$ cat config.mk
export PLATFORM = sky130hd
export DESIGN_NAME = mem_arbiter
export DESIGN_NICKNAME = d
export VERILOG_FILES = /design/src/rtl/mem_arbiter_pkg.sv /design/src/rtl/mem_range_check.sv /design/src/rtl/mem_arbiter.sv
export SDC_FILE = /design/constraint.sdc
export NUM_CORES = 1
export LEC_CHECK = 0
export ABC_AREA = 1
export BUFFER_PORTS_ARGS = -buffer_cell sky130_fd_sc_hd__buf_2
export CAP_MARGIN = 20
export CORE_AREA = 8 8 186 188
export DETAILED_ROUTE_END_ITERATION = 8
export DIE_AREA = 0 0 194 196
export PLACE_DENSITY = 0.78
export SLEW_MARGIN = 5
export SYNTH_ARGS = -nofsm -noshare
export SYNTH_HDL_FRONTEND = slang
export SYNTH_SLANG_ARGS = --single-unit
$ cat constraint.sdc
create_clock -name clk -period 4.5 [get_ports clk]
set_input_delay 0.45 -clock clk [delete_from_list [all_inputs] [get_ports clk]]
set_output_delay 0.45 -clock clk [all_outputs]
set_load 0.05 [all_outputs]
$ cat src/rtl/mem_arbiter_pkg.sv
// mem_arbiter_pkg: shared state, size and source types for the memory arbiter
package mem_arbiter_pkg;
  typedef enum logic [1:0] {IDLE, MEM, RESP} arb_state_t;
  typedef enum logic {SZ4, SZ8} acc_size_t;
  typedef enum logic {SRC_IF, SRC_D} acc_src_t;
  function automatic logic [3:0] acc_bytes(acc_size_t s);
    return (s == SZ8) ? 4'd8 : 4'd4;
  endfunction
endpackage

$ cat src/rtl/mem_range_check.sv
// mem_range_check: flags accesses whose last byte lies past the end of memory
module mem_range_check
  import mem_arbiter_pkg::*;
#(
  parameter int ADDR_W = 64,
  parameter int unsigned MEM_BYTES = 524288
) (
  input  logic [ADDR_W-1:0] addr,
  input  acc_size_t         size,
  output logic              err
);
  logic [ADDR_W:0] w_end;
  assign w_end = {1'b0, addr} + (ADDR_W+1)'(acc_bytes(size));
  assign err = w_end > (ADDR_W+1)'(MEM_BYTES);
endmodule

$ cat src/rtl/mem_arbiter.sv
// mem_arbiter: shares one memory port between fetch and data requesters, one transaction at a time
module mem_arbiter
  import mem_arbiter_pkg::*;
#(
  parameter int ADDR_W = 64,
  parameter int unsigned MEM_BYTES = 524288,
  parameter int MAX_DATA_STREAK = 4
) (
  input  logic              clk,
  input  logic              reset_n,
  input  logic              if_req,
  input  logic [ADDR_W-1:0] if_addr,
  output logic              if_ready,
  output logic              if_valid,
  output logic [31:0]       if_instr,
  output logic              if_err,
  input  logic              d_req,
  input  logic              d_we,
  input  logic [ADDR_W-1:0] d_addr,
  input  logic [63:0]       d_wdata,
  output logic              d_ready,
  output logic              d_valid,
  output logic [63:0]       d_rdata,
  output logic              d_err,
  output logic              m_req,
  output logic              m_we,
  output logic              m_size,
  output logic [ADDR_W-1:0] m_addr,
  output logic [63:0]       m_wdata,
  input  logic              m_ack,
  input  logic [63:0]       m_rdata,
  output logic              busy
);
  localparam int SW = $clog2(MAX_DATA_STREAK + 1);
  localparam logic [SW-1:0] STREAK_MAX = SW'(MAX_DATA_STREAK);
  arb_state_t r_state, w_next;
  acc_src_t r_src;
  logic [SW-1:0] r_streak;
  logic w_grant_d, w_grant_if, w_any, w_err;
  logic [ADDR_W-1:0] w_addr;
  acc_size_t w_size;
  assign w_grant_d = d_req && !(if_req && r_streak == STREAK_MAX);
  assign w_grant_if = if_req && !w_grant_d;
  assign w_any = w_grant_d || w_grant_if;
  assign w_addr = w_grant_d ? d_addr : if_addr;
  assign w_size = w_grant_d ? SZ8 : SZ4;
  mem_range_check #(.ADDR_W(ADDR_W), .MEM_BYTES(MEM_BYTES)) u_range (
    .addr(w_addr),
    .size(w_size),
    .err (w_err)
  );
  always_comb begin
    w_next = IDLE;
    if (r_state == IDLE) w_next = w_any ? (w_err ? RESP : MEM) : IDLE;
    else if (r_state == MEM) w_next = m_ack ? RESP : MEM;
  end
  always_ff @(posedge clk or negedge reset_n) begin
    if (!reset_n) begin
      r_state  <= IDLE;
      r_src    <= SRC_IF;
      r_streak <= '0;
      busy     <= 1'b0;
      if_ready <= 1'b0;
      if_valid <= 1'b0;
      if_instr <= '0;
      if_err   <= 1'b0;
      d_ready  <= 1'b0;
      d_valid  <= 1'b0;
      d_rdata  <= '0;
      d_err    <= 1'b0;
      m_req    <= 1'b0;
      m_we     <= 1'b0;
      m_size   <= 1'b0;
      m_addr   <= '0;
      m_wdata  <= '0;
    end else begin
      r_state  <= w_next;
      busy     <= w_next != IDLE;
      if_ready <= 1'b0;
      d_ready  <= 1'b0;
      if_valid <= 1'b0;
      d_valid  <= 1'b0;
      if (r_state == IDLE && w_any) begin
        if_ready <= w_grant_if;
        d_ready  <= w_grant_d;
        r_src    <= w_grant_d ? SRC_D : SRC_IF;
        r_streak <= (w_grant_d && if_req) ? ((r_streak == STREAK_MAX) ? r_streak : r_streak + SW'(1)) : '0;
        if (w_err) begin
          if_valid <= w_grant_if;
          d_valid  <= w_grant_d;
          if (w_grant_d) begin
            d_err   <= 1'b1;
            d_rdata <= '0;
          end else begin
            if_err   <= 1'b1;
            if_instr <= '0;
          end
        end else begin
          m_req   <= 1'b1;
          m_we    <= w_grant_d && d_we;
          m_size  <= w_size;
          m_addr  <= w_addr;
          m_wdata <= w_grant_d ? d_wdata : '0;
        end
      end
      if (r_state == MEM && m_ack) begin
        m_req <= 1'b0;
        if (r_src == SRC_D) begin
          d_valid <= 1'b1;
          d_err   <= 1'b0;
          d_rdata <= m_we ? '0 : m_rdata;
        end else begin
          if_valid <= 1'b1;
          if_err   <= 1'b0;
          if_instr <= m_rdata[31:0];
        end
      end
    end
  end
endmodule

# --- After elaboration in Yosys (flattened, before gate mapping) ---
# Cells that the tools add are included.
word_totals:
  elab_cells: 86
  input_bits: 262
  ff_bits: 240
  out_inout_bits: 234
classes:
  bitwise_logic: 1
  magnitude_cmp: 1
  muxes: 45
  eq_ne: 4
  add_sub_neg: 2
  reduce_logical: 16
op_table:
  columns: ["operator", "count"]
  rows:
  - ["64-bit 2-to-1 mux", 8]
  - ["32-bit 2-to-1 mux", 5]
  - ["64-bit by 4-bit adder with 65-bit output", 1]
  - ["65-bit by 20-bit greater-than comparator with 1-bit output (second input constant)", 1]
  - ["1-bit 2-to-1 mux", 24]
  - ["2-bit 2-to-1 mux", 5]
  - ["1-bit logical AND", 7]
  - ["3-bit 2-to-1 mux", 2]
  - ["2-bit AND reduction", 3]
  - ["4-bit 2-to-1 mux", 1]
  - ["2-bit nonzero test", 2]
  - ["3-bit by 1-bit adder with 3-bit output (second input constant)", 1]
  - ["3-bit equality test (second input constant)", 1]
  - ["2-bit by 1-bit equality test with 1-bit output (second input constant)", 1]
  - ["1-bit logical NOT", 2]
  - ["2-bit logical NOT", 1]
  - ["2-bit by 1-bit inequality test with 1-bit output (second input constant)", 1]
  - ["2-bit inequality test (second input constant)", 1]
  - ["1-bit logical OR", 1]
  - ["1-bit inverter", 1]

# --- Depth between registers and ports, before layout ---
# Gate-level depths: netlist (run 1).
logic_depth:
  depth_word: 12
  ltp_mapped: 34
  ltp_nobuf: 28

# --- Cells and area by module ---
# A second synthesis (run 1) with hierarchy kept.
hier_totals:
  hier_cells: 1806
  area_unflattened_um2: 12821.0
by_module_without_submodules:
  columns: ["mod", "area_each_um2", "instances", "cells_each", "seq_area_each_um2"]
  rows:
  - ["mem_arbiter", 10267.3, 1, 1249, 6005.8]
  - ["mem_range_check", 2553.7, 1, 557, 0.0]

# --- Worst setup path after synthesis (run 1) ---
# OpenSTA, ideal clock, no wires.
synth_path:
  kind: "reg2reg"
  startpoint: "register r_streak[0]"
  endpoint: "register m_addr[15]"
  stages_incl_launch_ff: 31
  required_ps: 4380
  setup_time_ps: 120
  slack_ps: 706
  n_path_buf: 6
  arrival_ps: 3674
  period_less_slack_ps: 3794
  path_cell_list: "dfrtp_1 > inv_1 > ha_1 > nand3_2 > nand2_2 > buf_6 > buf_2 > buf_2 > buf_2 > nand2_1 > nand2_1 > inv_1 > ha_1 > inv_1 > nand2_1 > nand3_1 > nor2_1 > nand3_1 > nor2_4 > nand2_1 > nor2_1 > xor2_1 > nand2_1 > nor2_1 > nand2_1 > nor2_4 > nand3_2 > buf_4 > buf_6 > nand2_1 > nand2_1"
synth_via:
  elab_chain_len: 10
  word_cells_on_any_way: 15
  cone_classes: "1 x add/sub; 1 x order compare; 1 x eq/ne; 3 x mux; 1 x bitwise; 8 x reduce/logical"
synth_rtl:
  columns: ["element", "line", "source"]
  rows:
  - ["start, declared", "mem_arbiter.sv:38", "logic [SW-1:0] r_streak;"]
  - ["start signal, assigned", "mem_arbiter.sv:87", "r_streak <= (w_grant_d && if_req) ? ((r_streak == STREAK_MAX) ? r_streak : r_streak + SW'(1)) : '0;"]
  - ["3-bit equality test *", "mem_arbiter.sv:42", "assign w_grant_d = d_req && !(if_req && r_streak == STREAK_MAX);"]
  - ["1-bit logical AND *", "mem_arbiter.sv:42", null]
  - ["1-bit logical NOT *", "mem_arbiter.sv:42", null]
  - ["1-bit logical AND *", "mem_arbiter.sv:42", null]
  - ["1-bit 2-to-1 mux", "mem_arbiter.sv:46", "assign w_size = w_grant_d ? SZ8 : SZ4;"]
  - ["4-bit 2-to-1 mux", "mem_arbiter_pkg.sv:7", "return (s == SZ8) ? 4'd8 : 4'd4;"]
  - ["64-bit by 4-bit adder with 65-bit output", "mem_range_check.sv:13", "assign w_end = {1'b0, addr} + (ADDR_W+1)'(acc_bytes(size));"]
  - ["65-bit by 20-bit greater-than comparator with 1-bit output", "mem_range_check.sv:14", "assign err = w_end > (ADDR_W+1)'(MEM_BYTES);"]
  - ["1-bit inverter (no line)", null, null]
  - ["2-bit AND reduction (no line)", null, null]
  - ["end signal, assigned", "mem_arbiter.sv:102", "m_addr <= w_addr;"]
  - ["end, declared", "mem_arbiter.sv:28", "output logic [ADDR_W-1:0] m_addr,"]
# Mark *: on every way between the ends. The rest lies on a longest branch, timed or not.
# A chain may end at the register's enable or synchronous reset.

# --- Final worst setup path (run 1) ---
layout_path:
  startpoint: "register r_streak[0]"
  endpoint: "register m_wdata[13]"
layout_via:
  elab_chain_len: 10
  word_cells_on_any_way: 16
  cone_classes: "1 x add/sub; 1 x order compare; 1 x eq/ne; 4 x mux; 1 x bitwise; 8 x reduce/logical"
layout_rtl:
  columns: ["element", "line", "source"]
  rows:
  - ["3-bit equality test *", "mem_arbiter.sv:42", null]
  - ["1-bit logical AND *", "mem_arbiter.sv:42", null]
  - ["1-bit logical NOT *", "mem_arbiter.sv:42", null]
  - ["1-bit logical AND *", "mem_arbiter.sv:42", null]
  - ["1-bit 2-to-1 mux", "mem_arbiter.sv:46", null]
  - ["4-bit 2-to-1 mux", "mem_arbiter_pkg.sv:7", null]
  - ["64-bit by 4-bit adder with 65-bit output", "mem_range_check.sv:13", null]
  - ["65-bit by 20-bit greater-than comparator with 1-bit output", "mem_range_check.sv:14", null]
  - ["1-bit inverter (no line)", null, null]
  - ["2-bit AND reduction (no line)", null, null]
  - ["end signal, assigned", "mem_arbiter.sv:103", "m_wdata <= w_grant_d ? d_wdata : '0;"]
  - ["end, declared", "mem_arbiter.sv:29", "output logic [63:0] m_wdata,"]
# Marked as above.

==> reports/results.ini, run 1 <==
[drt]
drt_iter0_markers = 1056
wl_mm = 53.3
route.detailed.drc = 0
routed-via-count = 14700
ant_nets = 0
wire_per_inst_microns = 17.7
routed_via_density = 4.90
dr.pass1.iters = 7

[logic_synthesis]
syn_avg_cell_area_sq_um = 6.57
synth.area.top_cells = dfrtp_1 (44%), nand2_1 (29%), inv_1 (6.6%), nor2_1 (5.2%), nand3_1 (3.3%)
synth_cell_type_count = 28
synth_warnings = 0
synth-edff-count = 0
synthTopCellsByCount = nand2_1 (1075), inv_1 (242), dfrtp_1 (240)
async_reset_ff_frac = 1.00
synth_area_sq_um = 13800
synth_nets = 2363
syn_inst = 2098
synthDominantCellAreaShare = 0.436
synthFlopType = dfrtp_1
yosysMostFrequentCell = nand2_1
ys_seq_area_frac = 0.436
ys_ff_latch = 240
synth_top_cell_by_area = dfrtp_1

[global_routing]
grt_start_max_net_pins = 116
grtUsageTotal = 0.270
grt_antenna_before_repair = 4
grt-ovfl-total = 0
grt_pass1_wl_mm = 81.7
grt_pass1_vias = 14500

[floorplanning]
num_rows = 66
die_h_microns = 196
fp.dieW_microns = 194
core-area_sq_um = 31900
pin_count = 496
die_area_sq_um = 38000
start_util = 0.432

[sta]
finalWorstSetupSlack_ns = 0.304
setup_viol = 0
min_period_over_period = 0.933
hold_viol_final = 7
slew-limit-headroom = 0.404
skew_ns = 0.0151
fmax_ghz = 0.238
slew_violations = 0
worst_slew_pin_slew_ns = 0.893
final.setup.tns_ns = 0
period_minus_slack_ns = 4.20
whs_ns = -0.0130

[final_layout]
post-route-util = 0.552
synthToLayoutAreaGrowth_pct = 27.7
drive_gt1_frac = 0.238
design_area_sq_um = 17600
layout.nets = 2843

[setup_path]
cp_common_cell = nand2_1
path_cells = inv_1 > ha_1 > nand3_2 > nand2_8 > buf_12 > buf_4 > o21ai_1 > nor2_1 > nand3_1 > nor2_1 > nand3_1 > nand2_1 > nand2_1 > nor2_1 > nand2_1 > nor2_1 > nand3_1 > nand2_2 > nand2_2 > nor2_4 > buf_12 > nand2_1 > nand2_1
r2r_start = r_streak[0]
crit_arrival_ns = 4.64
crit_path_max_incr_delay_ns = 0.38
rr_endpoint = m_wdata[13]
ff2ff_path_depth = 23
crit_type = flip-flop to flip-flop
start_kind = flip-flop
cp_max_fo = 53
crit_required_ns = 4.94
r2r_setup_slack_ns = 0.30
cp_slowest_cell = dfrtp_1
crit_path_end_kind = flip-flop

[placed_design]
hpwlAfterDp_mm = 42.8
placed_cell_area_sq_um = 16700
place_congestion = 0.964
io_buffers = 495
post-place-ws_ns = 0.322

[status]
violations = negative hold slack
status = complete, but fails checks

[clocking]
cts_max_path_buffers = 3
htreeDepth = 1
cts_sinks = 240
cts_root_buf = clkbuf_16
cts_tree = yes
cts_made_buffers = 26
cts.clk_slew.worst_paths_ns = 0.06
clkLatencyLatePin_ns = 0.52

[power_and_ir_drop]
peakVddDrop_uv = 178
power.leakage_nw = 11.2
power_density_nw_per_um2 = 281

[run]
cap_violations = 0

[hold_path]
hold_class = primary input to asynchronous set/reset pin

==> where the power goes <==
| group | switching (mW) | total (mW) | leakage (nW) | internal, mW |
|---|---|---|---|---|
| clock network | 0.854 | 2.13 | 0.411 | 1.27 |
| logic | 0.425 | 0.634 | 7.42 | 0.209 |
| registers | 0.00702 | 2.18 | 3.33 | 2.17 |
| total | 1.29 | 4.94 | 11.2 | 3.65 |
==> sequential cells by signal, indices dropped and copies added (netlist names), 2 cells and up <==
signal and cells:
m_wdata 64, r_streak 3, m_addr 64, if_instr 32, r_state 2, d_rdata 64
==> worst max path at each step <==
stage | cells after the start | end | slack (ns) | start
final | 23 | m_wdata[13] | 0.30 | r_streak[0]
after global routing | 27 | m_wdata[13] | -0.01 | r_streak[0]
after detailed placement | 24 | m_wdata[62] | 0.32 | r_streak[0]
after global placement | 22 | if_instr[12] | 0.34 | d_req
after CTS | 24 | m_wdata[13] | 0.27 | r_streak[0]
after floorplan | 30 | m_addr[15] | 0.71 | r_streak[0]
==> per-stage QoR <==
stage	cells	hold slack [ns]	total power, mW
floorplan	2098	0.154	2.54
global placement	2957	0.443	2.84
detailed placement	2958	0.446	2.84
CTS	3002	0.0420	4.98
global route	3006	0.0705	5.12
finish	3010	-0.0130	4.94
==> worst max-delay path, delay by kind of cell, from the launching register on <==
| kind | cells | cell delay, ns |
|---|---|---|
| flops | 1 | 0.38 |
| buf+inv | 4 | 0.89 |
| compound gates | 1 | 0.18 |
| fa+ha+maj | 1 | 0.18 |
| simple gates | 17 | 2.44 |
==> routing by layer <==
metal  up-vias  wire length (microns)  track usage
li1       7235                      -            -
met4         0                   3240        0.161
met1      6724                  21100        0.321
met5         -                      0            0
met3       149                   3510       0.0430
met2       628                  25500        0.458
==> logic make-up after synthesis <==
family,after synthesis,synth area share
and+or+nand+nor,1446,0.422
buffers and inverters,337,0.109
DFF,240,0.436
AOI/OAI and AO/OA,57,0.0211
xor gates and xnor gates,15,0.00954
adders and majority gates,3,0.00272
==> layout by cell type, fill, tap and decap left out, types with 2 or more instances in the layout <==
master      synthesis  routed
clkinv_2            0       2
inv_2               7       8
xnor2_1             3       3
o21ai_0            36      36
o21ai_1            13      13
nand2_2             8       8
nand3b_1           25      25
clkbuf_8            0       4
buf_12              0      10
buf_4               6      28
clkbuf_1           29       6
inv_1             242     241
ha_1                3       3
diode_2             0       8
bufinv_16           0       2
nand3_2             2       2
nor2_1            190     185
nor2_2             15      16
nor3_2              0       2
xor2_1             12      12
clkinvlp_4          0       2
a21oi_1             6       6
nor2_4              4       8
nand2_1          1075    1074
dfrtp_1           240     240
clkinv_1            7       7
nand4_1            27      27
buf_2              18     494
nor3_1              9       7
nand3_1            90      89
clkbuf_16           0      27
==> layout make-up <==
class,instances,area (sq um)
antenna,8,20.0
clock buffer,37,753
clock inverter,7,96.3
fill,3138,14300
inverter,256,961
multi-input combinational,1521,6350
sequential,240,6010
tap,408,510
timing repair buffer,533,2900
==> repair_timing <==
item                       CTS  global route
setup endpoints to repair    0            94
hold endpoints to repair     0             0
hold buffers                 0             0
buffers inserted             0             0
gates resized for setup      0             8
No activity file was read; power rests on OpenSTA's default activity.
==> run 2, diff against run 1 <==
- REMOVE_ABC_BUFFERS: unset -> 1
==> run 2 against run 1 <==
The run still ends with negative hold slack left. Combinational power fell by 1%. Clock-buffer cell count decreased by 6. Design area rose by 1.3%. Critical path type unchanged.
==> reports/results.ini, run 2 (synthesized netlist as in run 1, its figures left out) <==
[status]
status = complete, but fails checks
violations = negative hold slack

[power_and_ir_drop]
power.total_mw = 4.86
power_density_nw_per_um2 = 273
peakVddDrop_uv = 207
power.leakage_nw = 11.2

[clocking]
htreeDepth = 1
cts_max_path_buffers = 3
cts_tree = yes
cts_made_buffers = 24
clkLatencyLatePin_ns = 0.52
cts_root_buf = clkbuf_16
cts_sinks = 240
hold_buffers = 0
cts.clk_slew.worst_paths_ns = 0.06

[global_routing]
grt_antenna_before_repair = 12
grt_pass1_vias = 14400
grt-ovfl-total = 0
grt_start_max_net_pins = 146
grtUsageTotal = 0.264
grt_pass1_wl_mm = 80.6

[sta]
fmax_ghz = 0.239
hold_viol_final = 2
min_period_over_period = 0.931
worst_slew_pin_slew_ns = 1.04
slew_violations = 0
whs_ns = -0.00412
finalWorstSetupSlack_ns = 0.312
rsz0062_at_grt = no
skew_ns = 0.0179
slew-limit-headroom = 0.305
setup_viol = 0
period_minus_slack_ns = 4.19

[floorplanning]
fp.dieW_microns = 194
pin_count = 496
core-area_sq_um = 31900
num_rows = 66
start_util = 0.432
die_area_sq_um = 38000
die_h_microns = 196

[setup_path]
crit_type = flip-flop to flip-flop
crit_path_end_kind = flip-flop
crit_arrival_ns = 4.65
start_kind = flip-flop
ff2ff_path_depth = 27
crit_end = m_wdata[1]
rr_endpoint = m_wdata[1]
cp-startpoint = r_streak[0]
r2r_setup_slack_ns = 0.31
cp_max_fo = 32
r2r_start = r_streak[0]
crit_required_ns = 4.96

[final_layout]
layout.nets = 2846
final_common_cell = nand2_1
largestRegisters = d_rdata x64, m_addr x64, m_wdata x64
synthToLayoutAreaGrowth_pct = 29.3
num-fill-cells = 3102
final_cell_mix = nand2_1 (1073), buf_2 (494), inv_1 (241), dfrtp_1 (240), nor2_1 (178)
drive_gt1_frac = 0.242

[run]
cap_violations = 0

[placed_design]
post-place-ws_ns = 0.194
hpwlAfterDp_mm = 42.0
place_congestion = 1.04
io_buffers = 495

[drt]
drt_iter0_markers = 1239
route.detailed.drc = 0
routed-via-count = 15100
routed_via_density = 5.00
wl_mm = 54.8
wire_per_inst_microns = 18.2
dr.pass1.iters = 8
ant_nets = 0

[hold_path]
hold_class = primary input to asynchronous set/reset pin

## run 2: cell types whose count changed in the layout (fill, tap and decap cells not counted), moves of 2 or more
cell       before  now
buf_4          28   20
buf_6           0    3
clkbuf_1        6    4
clkbuf_16      27   32
diode_2         8   10
nand2_4         0    2
nor2_1        185  178
nor2_2         16   20
nor2_4          8   11
## run 2: repair_timing
action	4_1_cts	5_1_grt
setup endpoints to repair	0	227
setup buffers	0	6
resized for setup	0	27
## run 2: worst max-delay path, stage by stage, from the launching register on
cell,delay [ns]
dfrtp_1,0.38
inv_1,0.10
ha_1,0.20
nand3_4,0.14
buf_12,0.19
nand3_1,0.10
nand2_1,0.06
inv_1,0.05
ha_1,0.13
inv_1,0.04
nand2_2,0.10
inv_1,0.08
nor2_2,0.15
buf_4,0.19
nand3_1,0.14
nor2_2,0.23
nand2_1,0.15
xor2_1,0.16
nand3b_1,0.11
nor2_2,0.21
nand3_1,0.17
nor2_4,0.22
nand2_2,0.17
nor2_4,0.15
buf_12,0.13
clkbuf_16,0.22
nand2_1,0.08
nand2_1,0.06
## run 2: cell type report
class / count / area [sq um] / share of cell area
Clock inverter: 9 / 146 / 0.00822
Inverter: 256 / 961 / 0.0539
Antenna cell: 10 / 25.0 / 0.00140
Tap cell: 408 / 510 / 0.0287
Clock buffer: 31 / 657 / 0.0369
Multi-Input combinational cell: 1522 / 6410 / 0.360
Timing Repair Buffer: 537 / 3100 / 0.174
Sequential cell: 240 / 6010 / 0.337
## run 2: stage by stage
stage / TNS [ns] / instance area (sq um) / std cells / utilization
3_3_place_gp: 0 / 16600 / 2946 / 0.520
2_1_floorplan: -342.69 / 13200 / 2017 / -
6_report: 0 / 17800 / 3013 / 0.559
4_1_cts: 0 / 17400 / 2986 / 0.545
5_1_grt: 0 / 17800 / 3012 / 0.559
3_5_place_dp: 0 / 16600 / 2946 / 0.520
## run 2: per-layer routing
layer	track usage	vias up	share of wire
li1	-	7250	-
met1	0.315	6896	0.39
met2	0.448	737	0.48
met3	0.0492	165	0.073
met4	0.146	4	0.059
met5	0	-	0.00049
## run 2: worst min path at each step
stage               startpoint         end  slack, ns  cells past startpoint
detailed placement  m_addr[54]  m_addr[54]       0.45                      2
floorplan              reset_n        busy       0.15                      0
finish                 reset_n     d_valid     -0.004                      1
global placement    m_addr[23]  m_addr[23]       0.44                      2
global route           reset_n     d_valid        0.1                      1
CTS                    reset_n     d_valid       0.08                      1
## run 2: report_power, final
| group | leakage, nW | switching (mW) | internal (mW) |
|---|---|---|---|
| logic | 7.52 | 0.417 | 0.208 |
| clock network | 0.391 | 0.850 | 1.21 |
| registers | 3.33 | 0.00613 | 2.17 |
| total | 11.2 | 1.27 | 3.59 |
==> run 3, diff against run 2 <==
- PLACE_DENSITY: 0.78 -> 0.72
==> run 3 against run 2 <==
The run still ends with negative hold slack left. Sequential cell count unchanged. Global-route usage grew 0.62 points. Sequential share of layout area increased by 0.33 points. Largest power group unchanged. Largest cell class unchanged.
==> reports/results.ini, run 3 (synthesized netlist as in run 1, its figures left out) <==
[status]
status = complete, but fails checks
violations = negative hold slack

[power_and_ir_drop]
power.share.sequential = 0.450
internal_power_mw = 3.56
power.total_mw = 4.83
peakVddDrop_uv = 209
power.leakage_nw = 11.2
pwr-share-comb = 0.128
power_density_nw_per_um2 = 274
power.switching_mw = 1.28
swShare = 0.264
p_clk_frac = 0.422

[floorplanning]
die_h_microns = 196
num_rows = 66
start_util = 0.432
fp.dieW_microns = 194
pin_count = 496
core-area_sq_um = 31900
die_area_sq_um = 38000

[global_routing]
grtUsageTotal = 0.271
grt_pass1_vias = 13900
grt_start_max_net_pins = 118
grt_pass1_wl_mm = 81.3
grt-ovfl-total = 0
grt_antenna_before_repair = 14

[clocking]
cts.clk_slew.worst_paths_ns = 0.06
cts_sinks = 240
clkLatencyLatePin_ns = 0.52
htreeDepth = 1
cts_max_path_buffers = 3
cts_tree = yes
cts_root_buf = clkbuf_16
hold_buffers = 0
cts_made_buffers = 25

[placed_design]
hpwlAfterDp_mm = 42.9
dp.cells = 2950
place_congestion = 0.978
io_buffers = 495

[final_layout]
finalNonFillerCells = 3018
drive_gt1_frac = 0.240
final_common_cell = nand2_1
layout.nets = 2844
synthToLayoutAreaGrowth_pct = 28.0
largestRegisters = d_rdata x64, m_addr x64, m_wdata x64
final_cell_mix = nand2_1 (1074), buf_2 (494), inv_1 (241), dfrtp_1 (240), nor2_1 (184)

[setup_path]
crit_arrival_ns = 4.71
cp_max_fo = 22
crit_required_ns = 4.95
start_kind = flip-flop
crit_path_end_kind = flip-flop
crit_type = flip-flop to flip-flop

[sta]
min_period_over_period = 0.946
slew_violations = 0
hold_viol_final = 6
rsz0062_at_grt = no
period_minus_slack_ns = 4.25
setup_viol = 0
slew-limit-headroom = 0.383
whs_ns = -0.00509
fmax_ghz = 0.235
skew_ns = 0.0164
worst_slew_pin_slew_ns = 0.925

[drt]
drt_iter0_markers = 1010
wl_mm = 54.5
routed_via_density = 4.84
routed-via-count = 14600
dr.pass1.iters = 5
ant_nets = 0
route.detailed.drc = 0
wire_per_inst_microns = 18.0

[run]
cap_violations = 0

[hold_path]
hold_class = primary input to asynchronous set/reset pin

==> run 3: cell types whose count changed in the layout (fill, tap and decap cells not counted), moves of 3 or more <==
cell       previous run  this run
buf_4                20        26
clkbuf_16            32        28
clkbuf_8              3         6
clkinv_2              2         6
diode_2              10        13
inv_6                 0         3
nor2_1              178       184
nor2_2               20        16
==> run 3: power groups by stage <==
stage / logic (mW) / clock network (mW) / registers, mW
3_5_place_dp: 0.603 / 0 / 2.22
2_1_floorplan: 0.271 / 0 / 2.24
5_1_grt: 0.691 / 2.16 / 2.17
4_1_cts: 0.605 / 2.08 / 2.17
6_report: 0.617 / 2.04 / 2.18
3_3_place_gp: 0.600 / 0 / 2.21
==> run 3: worst paths after layout <==
kind                             start           to  slack (ns)  depth (start not counted)
min reg2reg                 m_addr[26]   m_addr[26]        0.46                          2
max in group asynchronous      reset_n   m_addr[39]        3.40                          2
max reg2reg                r_streak[0]         m_we        0.25                         22
max                        r_streak[0]         m_we        0.25                         22
min                            reset_n  d_rdata[55]      -0.005                          1
min in group clk           m_rdata[51]  d_rdata[51]        0.13                          3
==> run 3: repair_timing <==
action	4_1_cts	5_1_grt
gates resized for setup	0	13
buffers inserted	0	5
endpoints found under the setup margin	0	226
endpoints found under the hold margin	0	0
==> run 3: final cells by class <==
| cell class | instances | area (sq um) |
|---|---|---|
| diodes | 13 | 32.5 |
| repair buffers | 535 | 2960 |
| multi-input cells | 1521 | 6360 |
| fillers | 3195 | 14200 |
| clock inverters | 11 | 93.8 |
| clock buffers | 34 | 719 |
| well taps | 408 | 510 |
| inverters | 256 | 961 |
| flip-flops and latches | 240 | 6010 |
==> run 3: worst max-delay path, cell delays in order, from the launching register on <==
cell and delay, ns:
dfrtp_1 0.35, inv_1 0.07, ha_1 0.23, nand3_4 0.15, buf_4 0.26, nand3_1 0.10
nand2_1 0.25, nand2_1 0.17, nor2_4 0.15, nand3_1 0.27, nor2_2 0.40, nand4_1 0.13
o21ai_0 0.22, nand3_1 0.13, nor2_1 0.16, nand3_1 0.14, nor2_4 0.18, nand2_2 0.14
nor2_4 0.19, buf_12 0.15, buf_8 0.18, nand2_1 0.07, nand2_1 0.07
==> run 3: through the flow <==
step           cell area (sq um)  worst slack (ns)  utilization  TNS, ns  hold WS, ns
6_report                   17600             0.245        0.553        0     -0.00509
3_5_place_dp               16600             0.213        0.520        0        0.446
3_3_place_gp               16600             0.328        0.520        0        0.443
2_1_floorplan              13200             -1.99            -  -342.69        0.154
5_1_grt                    17600            0.0115        0.553        0       0.0691
4_1_cts                    17400             0.172        0.546        0       0.0423
==> run 3: per-layer routing <==
metal / track usage / vias up / wire [microns]
met3: 0.0473 / 137 / 3560
li1: - / 7262 / -
met1: 0.324 / 6622 / 21500
met2: 0.459 / 576 / 26300
met5: 0 / - / 27
met4: 0.151 / 4 / 3050
